**config.mk**
```make
export PLATFORM = sky130hd
export DESIGN_NAME = ac97_dma_csr_slave
export DESIGN_NICKNAME = d
export VERILOG_FILES = /design/src/rtl/ac97_csr_pkg.sv /design/src/rtl/ac97_dma_chan.sv /design/src/rtl/ac97_dma_csr_slave.sv
export SDC_FILE = /design/constraint.sdc
export NUM_CORES = 1
export LEC_CHECK = 0
export CAP_MARGIN = 20
export CORE_ASPECT_RATIO = 1.4
export CORE_MARGIN = 10
export CORE_UTILIZATION = 42
export CTS_BUF_LIST = sky130_fd_sc_hd__clkbuf_4 sky130_fd_sc_hd__clkbuf_8
export DETAILED_ROUTE_END_ITERATION = 16
export PLACE_DENSITY = 0.67
export REMOVE_ABC_BUFFERS = 1
export SYNTH_ARGS = -nofsm -noshare
export SYNTH_HDL_FRONTEND = slang
export SYNTH_HIERARCHICAL = 1
export SYNTH_SLANG_ARGS = --single-unit
```
**constraint.sdc**
```tcl
create_clock -name clk -period 3.6 [get_ports clk]
set_input_delay 0.54 -clock clk [delete_from_list [all_inputs] [get_ports clk]]
set_output_delay 0.54 -clock clk [all_outputs]
set_load 0.01 [all_outputs]
```
**src/rtl/ac97_csr_pkg.sv**
```systemverilog
// Shared definitions for the AC97 DMA CSR slave: register offsets, channel
// state encoding, per-channel command bundle and the word address step.
package ac97_csr_pkg;

  localparam int unsigned OFS_CTRL       = 'h00;
  localparam int unsigned OFS_STATUS     = 'h04;
  localparam int unsigned OFS_DMAR_START = 'h10;
  localparam int unsigned OFS_DMAR_ADDR  = 'h14;
  localparam int unsigned OFS_DMAR_COUNT = 'h18;
  localparam int unsigned OFS_DMAW_START = 'h20;
  localparam int unsigned OFS_DMAW_ADDR  = 'h24;
  localparam int unsigned OFS_DMAW_COUNT = 'h28;

  // Byte step between consecutive 32-bit words.
  localparam int unsigned ADDR_INC = 4;

  typedef enum logic [1:0] {
    CH_IDLE = 2'd0,
    CH_BUSY = 2'd1,
    CH_DONE = 2'd2
  } chan_state_e;

  // Decoded CSR strobes for one channel; all share the CSR data word.
  typedef struct packed {
    logic start_wr;
    logic addr_wr;
    logic count_wr;
    logic abort;
  } chan_cmd_t;

endpackage

```
**src/rtl/ac97_dma_chan.sv**
```systemverilog
// One DMA word-transfer channel: address/count registers, IDLE/BUSY/DONE FSM,
// word request handshake and a one-cycle completion pulse.
module ac97_dma_chan
  import ac97_csr_pkg::*;
#(
  parameter int unsigned DATA_W = 32,
  parameter int unsigned CNT_W  = 16
) (
  input  logic              clk,
  input  logic              rst,
  input  logic              en,
  input  chan_cmd_t         cmd,
  input  logic [DATA_W-1:0] wdata,
  input  logic              ack,
  output logic              req,
  output logic [DATA_W-1:0] addr,
  output logic              irq
);

  chan_state_e      state;
  logic [CNT_W-1:0] count;

  // Channel FSM with registered req/addr/irq; abort takes priority over completion.
  always_ff @(posedge clk) begin
    if (rst) begin
      state <= CH_IDLE;
      count <= '0;
      addr  <= '0;
      req   <= 1'b0;
      irq   <= 1'b0;
    end else begin
      irq <= 1'b0;
      if (state != CH_BUSY) begin
        if (cmd.addr_wr)  addr  <= wdata;
        if (cmd.count_wr) count <= wdata[CNT_W-1:0];
      end
      case (state)
        CH_IDLE: begin
          if (cmd.start_wr && wdata[0] && en) begin
            if (count != '0) begin
              state <= CH_BUSY;
              req   <= 1'b1;
            end else begin
              state <= CH_DONE;
            end
          end
        end
        CH_BUSY: begin
          if (ack) begin
            addr  <= addr + DATA_W'(ADDR_INC);
            count <= count - CNT_W'(1);
          end
          if (cmd.abort) begin
            state <= CH_IDLE;
            req   <= 1'b0;
          end else if (ack && (count == CNT_W'(1))) begin
            state <= CH_DONE;
            req   <= 1'b0;
          end
        end
        CH_DONE: begin
          irq   <= 1'b1;
          state <= CH_IDLE;
        end
        default: begin
          state <= CH_IDLE;
          req   <= 1'b0;
        end
      endcase
    end
  end

endmodule

```
**src/rtl/ac97_dma_csr_slave.sv**
```systemverilog
// AC97 DMA CSR slave: decodes write-only CSRs from the crreq command bus and
// runs independent playback (dmar) and record (dmaw) word-transfer channels.
// Optional build macro AC97_IRQ_STATUS_EN adds a sticky write-1-clear STATUS
// register at 0x04 and turns both irqs into levels mirroring its bits.
module ac97_dma_csr_slave
  import ac97_csr_pkg::*;
#(
  parameter int unsigned ADDR_W = 14,
  parameter int unsigned DATA_W = 32,
  parameter int unsigned CNT_W  = 16
) (
  input  logic              clk,
  input  logic              rst,
  input  logic              crreq,
  input  logic [ADDR_W-1:0] csr_addr,
  input  logic [DATA_W-1:0] csr_data,
  output logic              dmar_req,
  output logic [DATA_W-1:0] dmar_addr,
  input  logic              dmar_ack,
  output logic              dmaw_req,
  output logic [DATA_W-1:0] dmaw_addr,
  input  logic              dmaw_ack,
  output logic              dmar_irq,
  output logic              dmaw_irq
);

  logic      dmar_en;
  logic      dmaw_en;
  logic      sel_ctrl;
  chan_cmd_t cmd_r;
  chan_cmd_t cmd_w;
  logic      r_done;
  logic      w_done;

  assign sel_ctrl = crreq && (csr_addr == ADDR_W'(OFS_CTRL));

  // Per-channel write strobes; clearing an enable bit doubles as abort.
  always_comb begin
    cmd_r          = '0;
    cmd_w          = '0;
    cmd_r.start_wr = crreq && (csr_addr == ADDR_W'(OFS_DMAR_START));
    cmd_r.addr_wr  = crreq && (csr_addr == ADDR_W'(OFS_DMAR_ADDR));
    cmd_r.count_wr = crreq && (csr_addr == ADDR_W'(OFS_DMAR_COUNT));
    cmd_r.abort    = sel_ctrl && !csr_data[0];
    cmd_w.start_wr = crreq && (csr_addr == ADDR_W'(OFS_DMAW_START));
    cmd_w.addr_wr  = crreq && (csr_addr == ADDR_W'(OFS_DMAW_ADDR));
    cmd_w.count_wr = crreq && (csr_addr == ADDR_W'(OFS_DMAW_COUNT));
    cmd_w.abort    = sel_ctrl && !csr_data[1];
  end

  // CTRL register: channel enables.
  always_ff @(posedge clk) begin
    if (rst) begin
      dmar_en <= 1'b0;
      dmaw_en <= 1'b0;
    end else if (sel_ctrl) begin
      dmar_en <= csr_data[0];
      dmaw_en <= csr_data[1];
    end
  end

  ac97_dma_chan #(
    .DATA_W (DATA_W),
    .CNT_W  (CNT_W)
  ) u_dmar (
    .clk   (clk),
    .rst   (rst),
    .en    (dmar_en),
    .cmd   (cmd_r),
    .wdata (csr_data),
    .ack   (dmar_ack),
    .req   (dmar_req),
    .addr  (dmar_addr),
    .irq   (r_done)
  );

  ac97_dma_chan #(
    .DATA_W (DATA_W),
    .CNT_W  (CNT_W)
  ) u_dmaw (
    .clk   (clk),
    .rst   (rst),
    .en    (dmaw_en),
    .cmd   (cmd_w),
    .wdata (csr_data),
    .ack   (dmaw_ack),
    .req   (dmaw_req),
    .addr  (dmaw_addr),
    .irq   (w_done)
  );

`ifdef AC97_IRQ_STATUS_EN
  logic [1:0] status;
  logic       sel_status;

  assign sel_status = crreq && (csr_addr == ADDR_W'(OFS_STATUS));

  // Sticky completion flags; write-1-clear wins over a same-cycle set.
  always_ff @(posedge clk) begin
    if (rst) begin
      status <= '0;
    end else begin
      status[0] <= (sel_status && csr_data[0]) ? 1'b0 : (status[0] | r_done);
      status[1] <= (sel_status && csr_data[1]) ? 1'b0 : (status[1] | w_done);
    end
  end

  assign dmar_irq = status[0];
  assign dmaw_irq = status[1];
`else
  assign dmar_irq = r_done;
  assign dmaw_irq = w_done;
`endif

endmodule

```
==> results of run 1 <==
[state kept, by name (all words and copies together) (netlist names)]
signal        flops
u_dmaw/irq        1
u_dmar/state      2
u_dmaw/count     16
u_dmar/addr      32
u_dmaw/addr      32
dmaw_en           1
u_dmar/req        1
u_dmaw/state      2
u_dmaw/req        1
u_dmar/irq        1
u_dmar/count     16
dmar_en           1
[routing by layer]
metal | track usage [%] | vias up
li1 | - | 3157
met4 | 8.37 | 0
met2 | 35.3 | 288
met3 | 3.89 | 33
met1 | 25.6 | 3207
met5 | 0 | -
[stage by stage]
step	std cells	power, uW	worst slack, ns	area [um^2]
5_1_grt	1068	2130	0.556	7630
6_report	1068	2060	0.820	7630
2_1_floorplan	733	1210	0.891	5890
4_1_cts	1068	2080	0.859	7630
3_3_place_gp	1053	1320	0.522	7440
3_5_place_dp	1053	1320	0.449	7440
[logic make-up after synthesis]
family                   Yosys count
AO/OA/AOI/OAI                    199
XOR/XNOR                           1
adder cells (fa/ha/maj)            6
buffers and inverters             56
flip-flops                       106
multiplexers                      11
AND/OR/NAND/NOR                  396
[report_power, final]
part | switching (uW) | total, uW | leakage [uW] | internal, uW
Combinational | 63.4 | 124 | 0.00164 | 60.4
Clock | 415 | 766 | 0.000103 | 352
Sequential | 0.0691 | 1170 | 0.000853 | 1170
Total | 478 | 2060 | 0.00260 | 1580
[worst min path at each step]
stage	from	to	slack (ns)	depth (start not counted)
global placement	u_dmaw/count[8]	u_dmaw/count[8]	0.46	1
floorplan	u_dmaw/count[8]	u_dmaw/count[8]	0.44	1
detailed placement	u_dmar/addr[1]	u_dmar/addr[1]	0.46	2
CTS	u_dmaw/count[8]	u_dmaw/count[8]	0.48	1
finish	u_dmaw/count[8]	u_dmaw/count[8]	0.48	1
global route	u_dmar/addr[0]	u_dmar/addr[0]	0.52	2
[synth_stat cells (all sizes together), types with 2 or more instances]
library cell    n
a2111oi         7
a211o           4
a211oi         29
a21oi          55
a221oi          5
a22oi           5
a311o           5
a311oi         17
a31oi          10
a32oi           4
and2            9
and3           25
and3b           2
and4            7
buf             7
clkbuf         35
dfxtp         106
ha              6
inv            14
mux2            5
mux2i           6
nand2          59
nand2b         10
nand3          20
nand3b          5
nand4          20
nor2          122
nor3           42
nor3b           3
nor4           42
nor4b           3
o21a            3
o21ai          25
o21bai         12
o311ai          4
o31a            4
o31ai           2
or2             5
or3             5
or3b            2
or4            11
[layout make-up]
cell class | count | share of cell area [%]
Timing Repair Buffer | 135 | 17.2
Tap cell | 185 | 3.03
Clock inverter | 3 | 0.525
Multi-Input combinational cell | 613 | 48.7
Clock buffer | 12 | 2.00
Inverter | 14 | 0.688
Sequential cell | 106 | 27.8
==> out/summary.txt, run 1 <==
Outcome: finished clean
TNS Setup: 0 ns
Endpoint class of the critical path: flip-flop
Crit-path max cell delay: 0.41 ns
Total of max-cap violations: 0
Synth unique cells: 67
Htree depth: 3
Largest buffer count on any clock path: 2
Top sig layer: met4
CP Data Arrival Time: 3.09 ns
Buf/Inv on CP: 2
Simple-gate share of the synthesized area: 35.5%
# hold bufs at CTS: 0
Die Ht: 162 um
Reg2Reg Launch Point: u_dmaw/count[0]
Die ar.: 0.0197 mm^2
Clock Skew: 0.00909 ns
Most common cell after layout, fill and taps aside: nor2_1
I/O Pins: 119
Reg2Reg Setup Slack: 0.98 ns
CP cell instances: clkdlybuf4s50_1, nor4_1, nand3b_1, or3b_1, nor2_1, and2_1, buf_4, nor2_1, mux2_4, nor3_2
Total gr overflow: 0
Drt pass-1 iters: 5
Final HPWL DP: 15700 um
Required @ worst endpoint: 3.91 ns
Routed vias/inst: 6.26
Nets: 936
Post-Syn Instances: 775
Sequential cell area: 0.00212 mm^2
Syn. warnings: 6
Synthesis-stage register bit count: 106
Largest net degree at the start of global routing: 109
Total Wirelength: 21200 um
XOR/XNOR Fraction of Synth Area: 0.145%
CTS tree: built
Post-Syn Area: 0.00606 mm^2
Leakage: 0.00260 uW
Worst Hold Class: reg -> reg
# diodes: 0
Row count: 51
Mux cell area share after synthesis: 1.98%
Worst setup SP type: input pin
Die Wd: 122 um
Post-route antenna net violation count: 0
Post-synth EDFFs: 0
Fin. Hold Viols: 0
Largest cells by area after synthesis: dfxtp_1 35%, nor2_1 7.6%, a21oi_1 4.5%
Area occupied by multi-input gates: 0.00372 mm^2
First-pass GRT wire length: 34100 um
WL met2: 10200 um
Clock buffer count from CTS: 9
Sink Count: 106
Core Footprint: 0.0140 mm^2
Layout cells sized above 1: 7.13%
Synth top area share: 35.0%
Unrepaired setup endpoints after global routing: no
CP top delay family: simple AND/OR/NAND/NOR gates
Compound-Gate Fraction of Synth Area: 22.5%
Worst Tran Pin Value: 0.836 ns
Clock Latency Late Sink: 0.37 ns
Drt drc: 0
I/O Buffers: 118
F_max: 0.360 GHz
Critical-path top delay cell: or3b_1
Cell count along the critical path: 10
Total GRT Usage: 21.0%
Final setup fails: 0
CP max FO: 14
Critical Path Most Common Cell: nor2_1
Average wire per standard cell: 19.9 um
Syn_area_per_cell: 7.82 um^2
Synth Area in Adders: 1.24%
Post-CTS Resized: 0
Commonest cells after routing, fill and taps aside: 122 x nor2_1, 117 x clkdlybuf4s50_1, 106 x dfxtp_1, 59 x nand2_1, 55 x a21oi_1
Hold_ws: 0.481 ns
Reg2reg end: u_dmaw/count[14]
CTS Root Cell: clkbuf_8
DRT met1 WL: 8860 um
Async SR Flop Fraction: 0%
Largest family of logic cells by synthesized area: simple AND/OR/NAND/NOR gates
RD Place Congestion: 0.921
Met3 wire length: 1570 um
Slew Limit Fails: 0
FILL cells: 1383
VDD IR max: 193 uV
Fin crit share: 77.2%
Yosys top cell by area: dfxtp_1
Total number of vias: 6685
Fin util: 54.4%
Initial drt markers: 619
CP startpoint: csr_addr[8]
Ys flop type: dfxtp_1
Post-CTS Setup Inserts: 0
Initial Util: 43.2%
Power Density: 270 mW/mm^2
Register area share after synthesis: 35.0%
Reg clk slew, reported paths: 0.10 ns
Antenna violations before repair: 0
Vias in the first global route: 6559
Synth-to-Final Area Change: 26.0%
Setup crit end: u_dmar/addr[28]
Cells on worst reg2reg path: 7
Min Clock Period, post-route: 2.78 ns
Setup CP Type: in -> reg
Worst slew margin: 43.9%
Note: power is estimated with default switching activity, not from simulation.
==> run 2, diff against run 1 <==
==> constraint.sdc (replaced) <==
create_clock -name clk -period 2.8 [get_ports clk]
set_input_delay 0.42 -clock clk [delete_from_list [all_inputs] [get_ports clk]]
set_output_delay 0.42 -clock clk [all_outputs]
set_load 0.01 [all_outputs]
==> run 2 against run 1 <==
Effect of this change: clock power is 29% higher; via count is 1.1% higher; sequential power is 29% higher; final cell count is 2.0% higher; register-to-register slack worse by 0.66 ns; die area stayed put; power is 29% higher; sequential cell count stayed put; critical endpoint is now u_dmaw/addr[17]; largest power group unchanged.
==> out/summary.txt, run 2 (synthesis results as in run 1) <==
# hold bufs at CTS: 0 (unchanged)
FILL cells: 1339 (was 1383)
Worst setup SP type: input pin (unchanged)
Outcome: finished clean (unchanged)
RD Place Congestion: 0.943 (was 0.921)
Power Density: 340 mW/mm^2 (was 270 mW/mm^2)
CTS Root Cell: clkbuf_8 (unchanged)
Setup CP Type: in -> reg (unchanged)
Area occupied by multi-input gates: 0.00372 mm^2 (unchanged)
Initial Util: 43.2% (unchanged)
CP max FO: 14 (unchanged)
Post-route antenna net violation count: 0 (unchanged)
Die Ht: 162 um (unchanged)
Antenna violations before repair: 0 (unchanged)
Reg clk slew, reported paths: 0.10 ns (about the same)
Total GRT Usage: 21.6% (was 21.0%)
Drt drc: 0 (unchanged)
Synth-to-Final Area Change: 29.1% (was 26.0%)
Total of max-cap violations: 0 (unchanged)
Nets: 956 (was 936)
Endpoint class of the critical path: flip-flop (unchanged)
Clock Skew: 0.0180 ns (was 0.00909 ns)
Core Footprint: 0.0140 mm^2 (unchanged)
Most common cell after layout, fill and taps aside: nor2_1 (unchanged)
Fin crit share: 91.4%
Die Wd: 122 um (unchanged)
Clock buffer count from CTS: 9 (unchanged)
Average wire per standard cell: 20.1 um (was 19.9 um)
Unrepaired setup endpoints after global routing: no (unchanged)
Required @ worst endpoint: 3.05 ns (was 3.91 ns)
Vias in the first global route: 6646 (was 6559)
Worst Hold Class: reg -> reg (unchanged)
Post-route insts no fill: 1089 (was 1068)
Total Wirelength: 21900 um (was 21200 um)
Drt pass-1 iters: 5 (unchanged)
I/O Buffers: 118 (unchanged)
Total gr overflow: 0 (unchanged)
Die ar.: 0.0197 mm^2 (unchanged)
CP Data Arrival Time: 2.81 ns (was 3.09 ns)
I/O Pins: 119 (unchanged)
Final HPWL DP: 16500 um (was 15700 um)
Layout cells sized above 1: 9.29% (was 7.13%)
Sequential cell area: 0.00212 mm^2 (unchanged)
TNS Setup: 0 ns (unchanged)
Post-CTS Setup Inserts: 0 (unchanged)
Commonest cells after routing, fill and taps aside: 122 x nor2_1, 117 x clkdlybuf4s50_1, 106 x dfxtp_1, 59 x nand2_1, 55 x a21oi_1 (unchanged)
Placement Cell Area: 0.00762 mm^2 (was 0.00744 mm^2)
Post-CTS Resized: 0 (unchanged)
Leakage: 0.00271 uW (was 0.00260 uW)
First-pass GRT wire length: 34800 um (was 34100 um)
Worst slew margin: 58.9% (was 43.9%)
Fin util: 55.7% (was 54.4%)
Sink Count: 106 (unchanged)
VDD IR max: 309 uV (was 193 uV)
CTS tree: built (unchanged)
Row count: 51 (unchanged)
Fin. Hold Viols: 0 (unchanged)
# diodes: 0 (unchanged)
Initial drt markers: 588 (was 619)
Worst Tran Pin Value: 0.615 ns (was 0.836 ns)
Routed vias/inst: 6.21 (was 6.26)
Largest net degree at the start of global routing: 109 (unchanged)
Top Registers: u_dmar/addr x32, u_dmaw/addr x32 (unchanged)
DP Cell Count: 1073 (was 1053)
Total number of vias: 6758 (was 6685)
Final setup fails: 0 (unchanged)
Htree depth: 3 (unchanged)
Largest buffer count on any clock path: 2 (unchanged)
Hold_ws: 0.468 ns (was 0.481 ns)
F_max: 0.391 GHz
Clock Latency Late Sink: 0.37 ns (about the same)
Finished layout cell area: 0.00782 mm^2 (was 0.00763 mm^2)
Slew Limit Fails: 0 (unchanged)
Min Clock Period, post-route: 2.56 ns
==> run 2: cell count changes in the layout (fill, tap and decap cells not counted), moves of 2 or more <==
cell,before,now
clkinv_2,2,0
clkbuf_8,10,13
buf_12,1,3
buf_4,16,34
==> run 2: routing by layer <==
metal  global-route usage (%)  wire length, um
met5                        0                0
met4                     6.63              554
met3                     4.34             1500
met2                     37.4            10800
met1                     25.9             9030
==> run 2: layout make-up <==
cell class                      instances  share of cell area (%)
Clock buffer                           14                    2.38
Clock inverter                          2                   0.224
Inverter                               14                   0.672
Multi-Input combinational cell        613                    47.6
Sequential cell                       106                    27.1
Tap cell                              185                    2.96
Timing Repair Buffer                  155                    19.1
==> run 2: stage by stage <==
stage / worst slack (ns) / power (uW)
3_3_place_gp: -0.0430 / 1700
4_1_cts: 0.263 / 2680
5_1_grt: 0.0126 / 2760
6_report: 0.240 / 2660
2_1_floorplan: 0.211 / 1560
3_5_place_dp: -0.131 / 1700
==> run 2: critical path: stages <==
cell and delay [ns]:
clkdlybuf4s50_1 0.40, nor4_1 0.27, nand3b_1 0.17, or3b_1 0.46, nor2_1 0.21, and2_1 0.27
buf_12 0.17, a311oi_1 0.05, a2111oi_0 0.38
==> run 2: path summary, 6_finish.rpt <==
| check | from | endpoint | slack (ns) | cells past startpoint |
|---|---|---|---|---|
| max | csr_addr[8] | u_dmaw/addr[17] | 0.24 | 9 |
| min | u_dmar/addr[1] | u_dmar/addr[1] | 0.47 | 2 |
| max reg2reg | u_dmaw/addr[2] | u_dmaw/addr[28] | 0.32 | 6 |
| min reg2reg | u_dmar/addr[1] | u_dmar/addr[1] | 0.47 | 2 |
==> run 2: power breakdown <==
| part | switching [uW] | internal, uW | leakage [uW] |
|---|---|---|---|
| sequential | 0.0884 | 1510 | 0.000853 |
| clock | 550 | 438 | 0.000107 |
| combinational | 83.5 | 77.7 | 0.00175 |
| total | 634 | 2020 | 0.00271 |
==> run 3, diff against run 2 <==
--- a/config.mk
+++ b/config.mk
@@ -13,6 +13,7 @@
 export DETAILED_ROUTE_END_ITERATION = 16
 export PLACE_DENSITY = 0.67
 export REMOVE_ABC_BUFFERS = 1
+export SKIP_LAST_GASP = 1
 export SYNTH_ARGS = -nofsm -noshare
 export SYNTH_HDL_FRONTEND = slang
 export SYNTH_HIERARCHICAL = 1
==> results of run 3 <==
No change in the layout: final DEF, timing and power equal those of run 2.
